`src/rtl/fisr_newton_sequencer.sv`:
```
`default_nettype none
// ---------------------------------------------------------------------------
// fisr_newton_sequencer : magic-constant guess plus ITER Newton-Raphson steps
// for 1/sqrt(x), issued to a shared float32 multiplier and subtractor.
// Revision: 1.0
// ---------------------------------------------------------------------------
module fisr_newton_sequencer #(
    parameter int unsigned ITER  = 1,
    parameter logic [31:0] MAGIC = 32'h5F3759DF
) (
    input  logic        CLK,
    input  logic        RST,
    input  logic        start,
    input  logic [31:0] x_in,
    output logic        busy,
    output logic        done,
    output logic [31:0] result,
    output logic        exc,
    output logic        mul_req,
    output logic [31:0] mul_a,
    output logic [31:0] mul_b,
    input  logic        mul_ack,
    input  logic [31:0] mul_p,
    output logic        sub_req,
    output logic [31:0] sub_a,
    output logic [31:0] sub_b,
    input  logic        sub_ack,
    input  logic [31:0] sub_d
);
    localparam logic [31:0] C_HALF         = 32'h3F000000;
    localparam logic [31:0] C_THREE_HALVES = 32'h3FC00000;
    localparam logic [31:0] C_QNAN         = 32'h7FC00000;
    localparam logic [31:0] C_PINF         = 32'h7F800000;
    localparam logic [1:0]  C_ITER         = 2'(ITER);

    typedef enum logic [2:0] {
        S_IDLE, S_CLASS, S_HALF, S_SQ, S_MX, S_SUB, S_MY, S_DONE
    } state_t;

    state_t      state_q, state_d;
    logic [31:0] x_q, x_d, xh_q, xh_d, y_q, y_d, t_q, t_d;
    logic [31:0] result_q, result_d;
    logic [1:0]  cnt_q, cnt_d;
    logic        req_q, req_d, exc_q, exc_d;
    logic        w_op_mul, w_ack, w_nan;
    logic [31:0] w_res;
    logic [1:0]  w_cnt_inc;

    always_ff @(posedge CLK) begin
        if (RST) begin
            state_q  <= S_IDLE;
            x_q      <= '0;
            xh_q     <= '0;
            y_q      <= '0;
            t_q      <= '0;
            result_q <= '0;
            cnt_q    <= '0;
            req_q    <= 1'b0;
            exc_q    <= 1'b0;
        end else begin
            state_q  <= state_d;
            x_q      <= x_d;
            xh_q     <= xh_d;
            y_q      <= y_d;
            t_q      <= t_d;
            result_q <= result_d;
            cnt_q    <= cnt_d;
            req_q    <= req_d;
            exc_q    <= exc_d;
        end
    end

    assign w_op_mul  = (state_q == S_HALF) || (state_q == S_SQ) ||
                       (state_q == S_MX)   || (state_q == S_MY);
    assign w_ack     = w_op_mul ? mul_ack : sub_ack;
    assign w_res     = w_op_mul ? mul_p : sub_d;
    assign w_nan     = (x_q[30:23] == 8'hFF) && (x_q[22:0] != '0);
    assign w_cnt_inc = cnt_q + 2'd1;

    assign mul_req = req_q & w_op_mul;
    assign sub_req = req_q & (state_q == S_SUB);
    assign busy    = (state_q != S_IDLE) && (state_q != S_DONE);
    assign done    = (state_q == S_DONE);
    assign result  = result_q;
    assign exc     = exc_q;

    // t_q carries t1, t2 and t3 in turn; each is consumed by the next operation.
    always_comb begin
        mul_a = '0;
        mul_b = '0;
        sub_a = '0;
        sub_b = '0;
        case (state_q)
            S_HALF:  begin mul_a = x_q;  mul_b = C_HALF; end
            S_SQ:    begin mul_a = y_q;  mul_b = y_q;    end
            S_MX:    begin mul_a = xh_q; mul_b = t_q;    end
            S_SUB:   begin sub_a = C_THREE_HALVES; sub_b = t_q; end
            S_MY:    begin mul_a = y_q;  mul_b = t_q;    end
            default: ;
        endcase
    end

    always_comb begin
        state_d  = state_q;
        x_d      = x_q;
        xh_d     = xh_q;
        y_d      = y_q;
        t_d      = t_q;
        result_d = result_q;
        cnt_d    = cnt_q;
        req_d    = req_q;
        exc_d    = exc_q;
        case (state_q)
            S_IDLE: begin
                if (start) begin
                    x_d     = x_in;
                    state_d = S_CLASS;
                end
            end
            S_CLASS: begin
                state_d = S_DONE;
                exc_d   = 1'b1;
                if (w_nan || (x_q[31] && (x_q[30:0] != '0))) begin
                    result_d = C_QNAN;
                end else if (x_q[30:23] == 8'h00) begin
                    result_d = C_PINF;
                end else if (x_q[30:23] == 8'hFF) begin
                    result_d = '0;
                end else begin
                    y_d     = MAGIC - (x_q >> 1);
                    cnt_d   = '0;
                    exc_d   = 1'b0;
                    state_d = S_HALF;
                end
            end
            S_HALF, S_SQ, S_MX, S_SUB, S_MY: begin
                // Entry cycle presents operands with req low; req rises next.
                if (!req_q) begin
                    req_d = 1'b1;
                end else if (w_ack) begin
                    req_d = 1'b0;
                    case (state_q)
                        S_HALF:  begin xh_d = w_res; state_d = S_SQ;  end
                        S_SQ:    begin t_d  = w_res; state_d = S_MX;  end
                        S_MX:    begin t_d  = w_res; state_d = S_SUB; end
                        S_SUB:   begin t_d  = w_res; state_d = S_MY;  end
                        default: begin
                            y_d   = w_res;
                            cnt_d = w_cnt_inc;
                            if (w_cnt_inc < C_ITER) begin
                                state_d = S_SQ;
                            end else begin
                                result_d = w_res;
                                state_d  = S_DONE;
                            end
                        end
                    endcase
                end
            end
            S_DONE:  state_d = S_IDLE;
            default: state_d = S_IDLE;
        endcase
    end
endmodule
`default_nettype wire

```
`config.mk`:
```
export PLATFORM = sky130hd
export DESIGN_NAME = fisr_newton_sequencer
export DESIGN_NICKNAME = d
export VERILOG_FILES = /design/src/rtl/fisr_newton_sequencer.sv
export SDC_FILE = /design/constraint.sdc
export NUM_CORES = 1
export LEC_CHECK = 0
export CORE_MARGIN = 2
export CORE_UTILIZATION = 64
export CTS_CLUSTER_SIZE = 10
export DETAILED_ROUTE_END_ITERATION = 6
export DONT_BUFFER_PORTS = 1
export PLACE_DENSITY_LB_ADDON = 0.08
export SLEW_MARGIN = 20
export SYNTH_ARGS = -nofsm -noshare
export SYNTH_HDL_FRONTEND = slang
export SYNTH_SLANG_ARGS = --single-unit
```
`constraint.sdc`:
```
create_clock -name CLK -period 6.2 [get_ports CLK]
set_clock_uncertainty 0.15 [all_clocks]
set_input_delay 1.24 -clock CLK [delete_from_list [all_inputs] [get_ports CLK]]
set_output_delay 1.24 -clock CLK [all_outputs]
set_load 0.02 [all_outputs]
```
**Yosys cells after proc, flatten, opt, wreduce, memory -nomap -nowiden**

Index checks and enable logic that the tools add are counted.

- $add $sub $neg: 2
- $lt $le $gt $ge: 1
- Equal/unequal tests: 18
- Multiplexer cells: 42
- Bitwise operators: 2
- Reductions and logical operators: 24

Operator list:

| cell | count |
|---|---|
| 32-bit two-way mux | 15 |
| 32-bit one-hot mux with 3 select lines | 2 |
| 32-bit one-hot mux with 2 select lines | 2 |
| 31-bit by 31-bit subtractor with 32-bit output, first input constant | 1 |
| 31-bit nonzero test | 1 |
| 30-bit two-way mux | 1 |
| 3-bit one-hot mux with 4 select lines | 2 |
| 23-bit nonzero test | 1 |
| 3-bit two-way mux | 7 |
| 2-bit inequality test, second input constant | 8 |
| 3-bit equality test, second input constant | 4 |
| 2-bit two-way mux | 6 |
| 8-bit equality test, second input constant | 1 |
| 8-bit zero test | 1 |
| 4-bit AND reduction | 2 |
| 7-bit AND reduction | 1 |
| 3-bit by 2-bit equality test with 1-bit output, second input constant | 2 |
| 1-bit two-way mux | 6 |
| 6-bit AND reduction | 1 |
| 5-bit OR reduction | 1 |
| 1-bit logical OR | 4 |
| 4-bit inequality test, second input constant | 1 |
| 2-bit one-hot mux with 2 select lines | 1 |
| 2-bit OR reduction | 2 |
| 13 further kinds | 16 |

- Register bits: 167
- Bits of input ports: 101
- Output and inout port bits: 165
- Word-level logic and storage cells: 98

**Longest topological paths before layout**

Gate-level depths: netlist of the first run.

- Word-level depth: 10
- Mapped depth: 10
- Depth with buffers taken out: 8

**Worst setup path after synthesis of the first run**

OpenSTA, ideal clock, no wires.

- Kind: reg-to-output
- Start: reg state_q[2]
- End: out sub_b[22]
- Data arrival time: 1776 ps
- Data required time: 4810 ps
- Path slack: 3034 ps
- Cell stages (with the launch flop): 5
- Path buffers: 1
- Cells stage by stage: dfxtp_1 inv_1 nor3b_1 clkbuf_1 and2_1

- Cells in the longest elaborated chain, start to end: 2

Ends and longest elaborated chain:

| item | line | text |
|---|---|---|
| start, declared | 40 | `state_t state_q, state_d;` |
| start signal, assigned | 61 | `state_q <= state_d;` |
| 3-bit equality test | 93 | `case (state_q)` |
| 32-bit two-way mux | 93 |  |
| end, declared | 26 | `output logic [31:0] sub_b,` |

Every way passes these cells.

**Worst setup path in the final report of the first run**

- Start: reg state_q[2]
- End: out mul_a[17]

- Cells in the longest elaborated chain, start to end: 3
- Elaborated cells between the ends (all ways): 6
- Those cells by class: eq/ne: 4; mux: 1; reduce/logical: 1

Ends and longest elaborated chain:

| item | line | text |
|---|---|---|
| 3-bit by 2-bit equality test with 1-bit output or 3-bit equality test (tied branches) | 93 |  |
| 2-bit OR reduction (no source line) | - |  |
| 32-bit one-hot mux with 3 select lines * | 93 |  |
| end, declared | 20 | `output logic [31:0] mul_a,` |

Every way passes the cells marked *; elsewhere a longest branch is shown, timed or not.

==> impl_metrics.yaml, run 1 <==
synthesis:
  ys_async_sr_fraction_pct: 0
  synth_compound_area_share_pct: 20.9
  synth_top_family_by_area: "simple AND/OR/NAND/NOR gates"
  synth-edff-count: 0
  yosys_warnings: 0
  synth_common_cells: "nand2_1 (226), dfxtp_1 (167), nor2_1 (161)"
  yosys.area.top_type: "dfxtp_1"
  yosysUniqueCellTypes: 61
  netlist.area_leader.share_pct: 36.7
  yosysMostFrequentCell: "nand2_1"
  synth_xor_xnor_area_share_pct: 1.25
  synthMuxAreaShare_pct: 7.83
  ys_ff_latch: 167
  synth_simple_gate_area_share_pct: 24.3
  synth_ff_type: "dfxtp_1"
  avgSynthCellArea_um2: 7.61
  synth_adder_area_share_pct: 0.413
  synthTopCellsByArea: "dfxtp_1 (37%), nand2_1 (9.3%), mux2i_1 (7.7%)"
  synth.cell_area_um2: 9100
  synthCells: 1196
  yosysSeqAreaShare_pct: 36.7
placement:
  dpl.cell_count: 1282
  dp_hpwl_um: 20000
  placed_cell_area_um2: 8810
  dp_worst_setup_slack_ns: 2.82
  gp_congestion: 0.899
  io_buffers: 0
final_layout:
  fin_nets: 1225
  multi_input_area_um2: 5090
  seqCellArea_um2: 3350
  drive_above_1_share_pct: 6.26
  fin_util_pct: 68.1
  fill_cells: 1240
  finalInstanceArea_um2: 9450
  antenna_cells: 0
  area_growth_pct: 3.89
  instances_no_fill: 1314
route:
  drc: 0
  met3WireLength_um: 3630
  highest_layer: "met4"
  met1Wirelength_um: 12600
  via_count: 8326
  met2_wirelength_um: 11400
  routed_wl_um: 28000
  initialDrtViolationCount: 1218
  antenna_left: 0
  via_per_inst: 6.34
  firstDrtPassIters: 7
  wire_per_inst_um: 21.3
cts:
  cts_max_path_buffers: 2
  cts_tree: "yes"
  ctsHoldBuffers: 0
  htree_num_levels: 4
  cts.clk_slew.worst_paths_ns: 0.07
  postCtsSetupBuffers: 0
  clock-sinks: 167
  cts-resized-gates: 0
  cts_inserted_buffers: 17
  ctsRootBufferMaster: "clkbuf_16"
  clk_latency_ns: 0.43
die:
  rows: 43
  die_h_um: 123
  fp.dieArea_um2: 15200
  io_pins: 266
  coreArea_um2: 13900
  die_w_um: 123
  initial_core_util_pct: 65.5
sta:
  final.setup.tns_ns: 0
  finalCriticalPeriod_ns: 3.89
  hold_viol: 0
  whs_ns: 0.310
  fin_ws_ns: 2.31
  setup_violations: 0
  worst_slew_pin_slew_ns: 0.954
  finalCritPeriodShare_pct: 62.8
  timing.slew.headroom_pct: 35.7
  grt_setup_unrepaired: "no"
  max_freq_ghz: 0.257
  slew_violations: 0
critical_path:
  critPathLaunchType: "flip-flop"
  crit_type: "reg -> out"
  critPathCaptureType: "primary output"
  arrival_ns: 2.50
  required_ns: 4.81
  path_max_fanout: 27
grt:
  grt_antenna_before_repair: 1
  grt_util_all_layers_pct: 36.5
  grt.overflow.total: 0
  grt_pass1_wl_um: 42200
  grt_pass1_vias: 7194
  grt_max_degree: 170
pwr:
  irDropWorstVdd_mv: 0.265
  leakage_nw: 3.42
  total_power_mw: 4.05
  p_per_area_nw_per_um2: 428
min_path:
  worst_hold_path_type: "reg -> reg"
status:
  status: "completed"
flow_run:
  maxCapViolCount: 0
worst paths after layout:
kind,start,to,slack [ns],cells past startpoint
worst max-delay path,state_q[2],mul_a[17],2.31,4
worst min-delay path,cnt_q[1],cnt_q[1],0.31,2
worst max register to register,state_q[0],t_q[0],2.93,8
worst min register to register,cnt_q[1],cnt_q[1],0.31,2
area by class of cell:
cell class | count | share of cell area, %
inverters | 5 | 0.199
clock inverters | 15 | 2.26
clock buffers | 17 | 4.50
multi-input cells | 913 | 53.8
well taps | 180 | 2.38
repair buffers | 17 | 1.43
flip-flops and latches | 167 | 35.4
critical path, cell delays in order (launching register included):
cell	delay [ns]
dfxtp_1	0.42
nor2b_2	0.39
buf_4	0.38
a21oi_1	0.11
o21ai_0	0.77
report_power, final:
| part | switching [mW] | internal [mW] | total, mW |
|---|---|---|---|
| logic | 0.924 | 0.422 | 1.35 |
| clock network | 0.475 | 0.685 | 1.16 |
| registers | 0.289 | 1.25 | 1.54 |
| total | 1.69 | 2.36 | 4.05 |
routing by layer:
metal / GRT usage [%] / vias up
li1: - / 3915
met1: 55.9 / 3878
met2: 47.7 / 490
met3: 12.7 / 43
met4: 9.59 / 0
met5: 0 / -
sequential cells by signal, indices dropped and copies added, names as in the netlist, 2 cells and up:
signal   count
xh_q        32
y_q         32
result      32
state_q      3
t_q         32
x_q         32
cnt_q        2
placed cells by master, fill, tap and decap left out, types with 4 or more instances in the layout:
| cell type | synthesis | layout |
|---|---|---|
| clkbuf_16 | 0 | 17 |
| inv_6 | 0 | 5 |
| a31oi_1 | 6 | 6 |
| nand2_1 | 226 | 226 |
| or3_1 | 12 | 12 |
| nand3_1 | 10 | 10 |
| nor4_1 | 6 | 6 |
| nor2_1 | 161 | 159 |
| mux2i_1 | 70 | 70 |
| xnor2_1 | 7 | 7 |
| a22o_1 | 6 | 6 |
| o211ai_1 | 9 | 9 |
| and2_1 | 35 | 35 |
| dfxtp_1 | 167 | 165 |
| o21ai_0 | 48 | 48 |
| o21a_1 | 5 | 5 |
| a21o_1 | 5 | 4 |
| conb_1 | 1 | 24 |
| nand3b_1 | 6 | 6 |
| buf_4 | 43 | 16 |
| bufinv_16 | 0 | 4 |
| and3_1 | 4 | 4 |
| nor3_1 | 17 | 17 |
| inv_1 | 5 | 5 |
| nand2b_1 | 14 | 14 |
| a21oi_1 | 116 | 115 |
| xor2_1 | 6 | 6 |
| a211oi_1 | 77 | 77 |
logic make-up (layout without fill, tap and decap cells):
group / count (synthesis) / after routing
compound gates: 296 / 296
simple gates: 506 / 506
other cells: 1 / 24
xor+xnor: 13 / 13
fa+ha+maj: 3 / 3
buf+inv: 139 / 54
flops: 167 / 167
mux: 71 / 71
No activity file was read; power rests on OpenSTA's default activity.
==> run 2: changes to the inputs <==
- CORE_UTILIZATION: 64 -> 58
- clock period: 6.2 -> 3.3 ns (I/O delays scaled with it)
==> run 2 against run 1 <==
Compared with the run above: clock-buffer cell count is the same; critical path depth rose by 2; utilization fell by 2.9 points; via count rose by 4.0%; sequential cell count is the same; wire length increased by 4.9%; worst setup slack worse by 2.2 ns; global-route usage decreased by 1.9 points; cell area rose by 5.2%; first-iteration DRC count is 18% lower; non-clock buffer count is 61 higher; sequential power up 89%.
==> impl_metrics.yaml, run 2 (same netlist as run 1, synthesis figures left out) <==
grt:
  grt_pass1_vias: 7601
  grt.overflow.total: 0
  grt_antenna_before_repair: 2
  grt_pass1_wl_um: 44300
  grt_max_degree: 170
  grt_util_all_layers_pct: 34.6
route:
  initialDrtViolationCount: 1000
  firstDrtPassIters: 5
  routed_wl_um: 29400
  via_per_inst: 6.15
  wire_per_inst_um: 20.9
  drc: 0
  via_count: 8655
  antenna_left: 0
critical_path:
  required_ns: 2.49
  critPathMaxStageDelay_ns: 0.53
  reg2reg_setup_slack_ns: 0.58
  critPathLaunchType: "flip-flop"
  crit_family: "buffers and inverters"
  r2r.worst_path.cells: 7
  slowest_stage: "dfxtp_1"
  timing.critical_path.buf_inv: 3
  startpoint: "state_q[2]"
  critical_path.cell_chain: "inv_1 -> buf_4 -> nor2_2 -> buf_4 -> nand2_1 -> nand2_1"
  arrival_ns: 2.34
  critPathCapture: "mul_b[13]"
  rr_endpoint: "t_q[4]"
  crit_type: "reg -> out"
  cp.depth: 6
  critPathCaptureType: "primary output"
  path_max_fanout: 32
  r2r-start: "state_q[0]"
cts:
  clock-sinks: 167
  clk_latency_ns: 0.43
  ctsRootBufferMaster: "clkbuf_16"
  ctsHoldBuffers: 0
  htree_num_levels: 4
  cts.clk_slew.worst_paths_ns: 0.07
  cts_tree: "yes"
  cts_max_path_buffers: 2
  cts-resized-gates: 0
  postCtsSetupBuffers: 0
  cts_inserted_buffers: 17
sta:
  max_freq_ghz: 0.317
  final.setup.tns_ns: 0
  worst_slew_pin_slew_ns: 1.01
  slew_violations: 0
  setup_violations: 0
  finalCriticalPeriod_ns: 3.15
  hold_viol: 0
  timing.slew.headroom_pct: 32.5
  finalCritPeriodShare_pct: 95.5
  grt_setup_unrepaired: "no"
flow_run:
  maxCapViolCount: 0
final_layout:
  fin_nets: 1286
  seqCellArea_um2: 3350
  multi_input_area_um2: 5090
  fill_cells: 1384
  final_cell_mix: "nand2_1 (226), dfxtp_1 (165), nor2_1 (159)"
  fin_util_pct: 65.1
  drive_above_1_share_pct: 11.0
  mostFrequentLayoutCell: "nand2_1"
  area_growth_pct: 9.27
pwr:
  p_per_area_nw_per_um2: 772
  leakage_nw: 3.73
  total_power_mw: 7.68
  irDropWorstVdd_mv: 0.413
die:
  die_h_um: 129
  rows: 45
  die_w_um: 129
  coreArea_um2: 15300
  initial_core_util_pct: 59.6
  fp.dieArea_um2: 16700
  io_pins: 266
min_path:
  worst_hold_path_type: "in -> reg"
placement:
  gp_congestion: 0.932
  io_buffers: 0
  dp_hpwl_um: 21400
status:
  status: "completed"
run 2: cell types whose count changed in the layout (fill, tap and decap cells not counted):
cell / change
buf_12: +3
clkinv_4: -1
diode_2: +1
inv_6: +1
clkinvlp_4: +1
buf_4: +58
clkinv_2: +1
bufinv_16: -2
run 2: report_power, final:
group / total (mW) / internal [mW] / switching (mW) / leakage, nW
registers: 2.91 / 2.36 / 0.552 / 1.36
logic: 2.75 / 0.962 / 1.78 / 2.08
clock network: 2.02 / 1.13 / 0.890 / 0.287
total: 7.68 / 4.45 / 3.23 / 3.73
run 2: how the worst min path moves through the flow:
| stage | start | depth (start not counted) | slack (ns) | end |
|---|---|---|---|---|
| after global routing | RST | 1 | 0.14 | xh_q[28] |
| after global placement | cnt_q[1] | 2 | 0.29 | cnt_q[1] |
| after floorplan | cnt_q[1] | 2 | 0.29 | cnt_q[1] |
| after CTS | RST | 1 | 0.13 | state_q[1] |
| after detailed placement | cnt_q[1] | 2 | 0.30 | cnt_q[1] |
| final | RST | 1 | 0.16 | xh_q[28] |
run 2: area by class of cell:
class	count	share of cell area (%)
antenna	1	0.0252
clock buffer	17	4.28
clock inverter	15	1.67
inverter	5	0.189
multi-input combinational	913	51.2
sequential	167	33.7
tap	211	2.66
timing repair buffer	78	6.34
run 2: routing by layer:
layer  track usage, %  vias to the layer above  wire length (µm)
li1                 -                     4030                 -
met5                0                        -                 0
met1             53.8                     4075             13300
met3             7.97                       38              3460
met4             9.40                        0               525
met2             47.4                      512             12100
run 2: per-stage QoR:
step / cells / instance area, µm² / setup slack, ns / hold WS (ns)
after floorplan: 1219 / 9180 / 0.714 / 0.286
after global placement: 1374 / 9350 / 0.620 / 0.292
after detailed placement: 1374 / 9350 / 0.666 / 0.301
after CTS: 1406 / 9940 / 0.191 / 0.134
after global routing: 1407 / 9940 / 0.0617 / 0.142
final: 1407 / 9940 / 0.148 / 0.156
==> run 3: changes to the inputs <==
- CORE_UTILIZATION: 58 -> 64
- clock period: 3.3 -> 3.05 ns (I/O delays scaled with it)
==> run 3 against run 2 <==
Compared with the run above: via count fell by 0.53%; worst hold slack lost 0.052 ns; critical endpoint is now mul_a[10]; die area shrank 9.1%; non-clock buffer count fell by 2; global-route usage rose by 2.4 points.
==> impl_metrics.yaml, run 3 (same netlist as run 1, synthesis figures left out) <==
critical_path:
  arrival_ns: 2.24
  required_ns: 2.29
  critPathLaunchType: "flip-flop"
  critPathCaptureType: "primary output"
  path_max_fanout: 24
  crit_type: "reg -> out"
final_layout:
  mostFrequentLayoutCell: "nand2_1"
  antenna_cells: 0
  fill_cells: 1184
  drive_above_1_share_pct: 10.7
  finalInstanceArea_um2: 9900
  final_cell_mix: "nand2_1 (226), dfxtp_1 (164), nor2_1 (159)"
  fin_nets: 1284
  area_growth_pct: 8.82
route:
  routed_wl_um: 28800
  via_count: 8609
  drc: 0
  firstDrtPassIters: 5
  antenna_left: 0
  wire_per_inst_um: 21.0
  initialDrtViolationCount: 1145
  via_per_inst: 6.27
cts:
  clk_latency_ns: 0.43
  cts.clk_slew.worst_paths_ns: 0.07
  htree_num_levels: 4
  cts_tree: "yes"
  clock-sinks: 167
  cts_inserted_buffers: 17
  cts_max_path_buffers: 2
  ctsRootBufferMaster: "clkbuf_16"
grt:
  grt_antenna_before_repair: 0
  grt_pass1_wl_um: 42400
  grt_pass1_vias: 7402
  grt_util_all_layers_pct: 37.0
  grt_max_degree: 170
  grt.overflow.total: 0
die:
  die_h_um: 123
  initial_core_util_pct: 65.5
  fp.dieArea_um2: 15200
  die_w_um: 123
  io_pins: 266
  coreArea_um2: 13900
  rows: 43
min_path:
  worst_hold_path_type: "in -> reg"
placement:
  gp_congestion: 0.930
  io_buffers: 0
  placed_cell_area_um2: 9290
  dp_hpwl_um: 20900
pwr:
  p_per_area_nw_per_um2: 835
  total_power_mw: 8.27
  leakage_nw: 3.71
  irDropWorstVdd_mv: 0.443
flow_run:
  maxCapViolCount: 0
sta:
  setup_violations: 0
  worst_slew_pin_slew_ns: 0.698
  grt_setup_unrepaired: "no"
  final.setup.tns_ns: 0
  finalCriticalPeriod_ns: 3.00
  max_freq_ghz: 0.333
  timing.slew.headroom_pct: 53.3
  slew_violations: 0
  hold_viol: 0
  finalCritPeriodShare_pct: 98.3
status:
  status: "completed"
==> run 3: cell count changes in the layout (fill, tap and decap cells not counted), sizes merged <==
cell    change
buf         -2
inv         -3
diode       -1
clkbuf      +2
==> run 3: stage by stage <==
| stage | instances | hold WS [ns] | worst slack [ns] | util (%) |
|---|---|---|---|---|
| finish | 1372 | 0.104 | 0.0504 | 71.3 |
| global route | 1372 | 0.0852 | 0.0283 | 71.3 |
| CTS | 1371 | 0.0945 | 0.0239 | 71.1 |
| detailed placement | 1340 | 0.311 | 0.390 | 66.9 |
| global placement | 1340 | 0.292 | 0.440 | 66.9 |
| floorplan | 1219 | 0.286 | 0.514 | - |
==> run 3: where the power goes <==
group          internal [mW]  switching [mW]
Combinational           1.04            1.93
Clock                   1.22           0.928
Sequential              2.55           0.596
Total                   4.81            3.46
==> run 3: metal layers <==
layer / GRT usage, % / share of wire (%) / vias to the layer above
met4: 13.9 / 2.9 / 0
met3: 9.04 / 13 / 54
met2: 48.7 / 40 / 566
met1: 57.3 / 44 / 3964
li1: - / - / 4025
met5: 0 / 0 / -
==> run 3: worst max-delay path: stages, from the launching register on <==
cell and delay, ns:
dfxtp_2 0.45, buf_6 0.27, buf_8 0.28, mux2i_1 0.26, nor2_1 0.06, a21oi_1 0.13
o21ai_0 0.15, buf_4 0.20
==> run 3: worst paths after layout <==
path              start          to  slack (ns)  cells after the start
max          state_q[1]   mul_a[10]        0.05                      7
max reg2reg     x_q[25]     y_q[22]        0.47                      6
min                 RST  result[24]        0.10                      1
min reg2reg     y_q[11]     y_q[11]        0.33                      2
==> run 3: cell type report <==
class / count / area, µm² / area share (%)
multi-input combinational: 913 / 5090 / 51.4
sequential: 167 / 3350 / 33.8
timing repair buffer: 76 / 643 / 6.50
clock buffer: 19 / 433 / 4.37
tap: 180 / 225 / 2.28
clock inverter: 12 / 145 / 1.47
inverter: 5 / 18.8 / 0.190
==> run 3: timing repair <==
item                                    4_1_cts  5_1_grt
gates resized for setup                       1        4
buffers inserted                              0        0
cloned                                        0        0
endpoints found under the setup margin       13       64
hold buffers                                  0        0
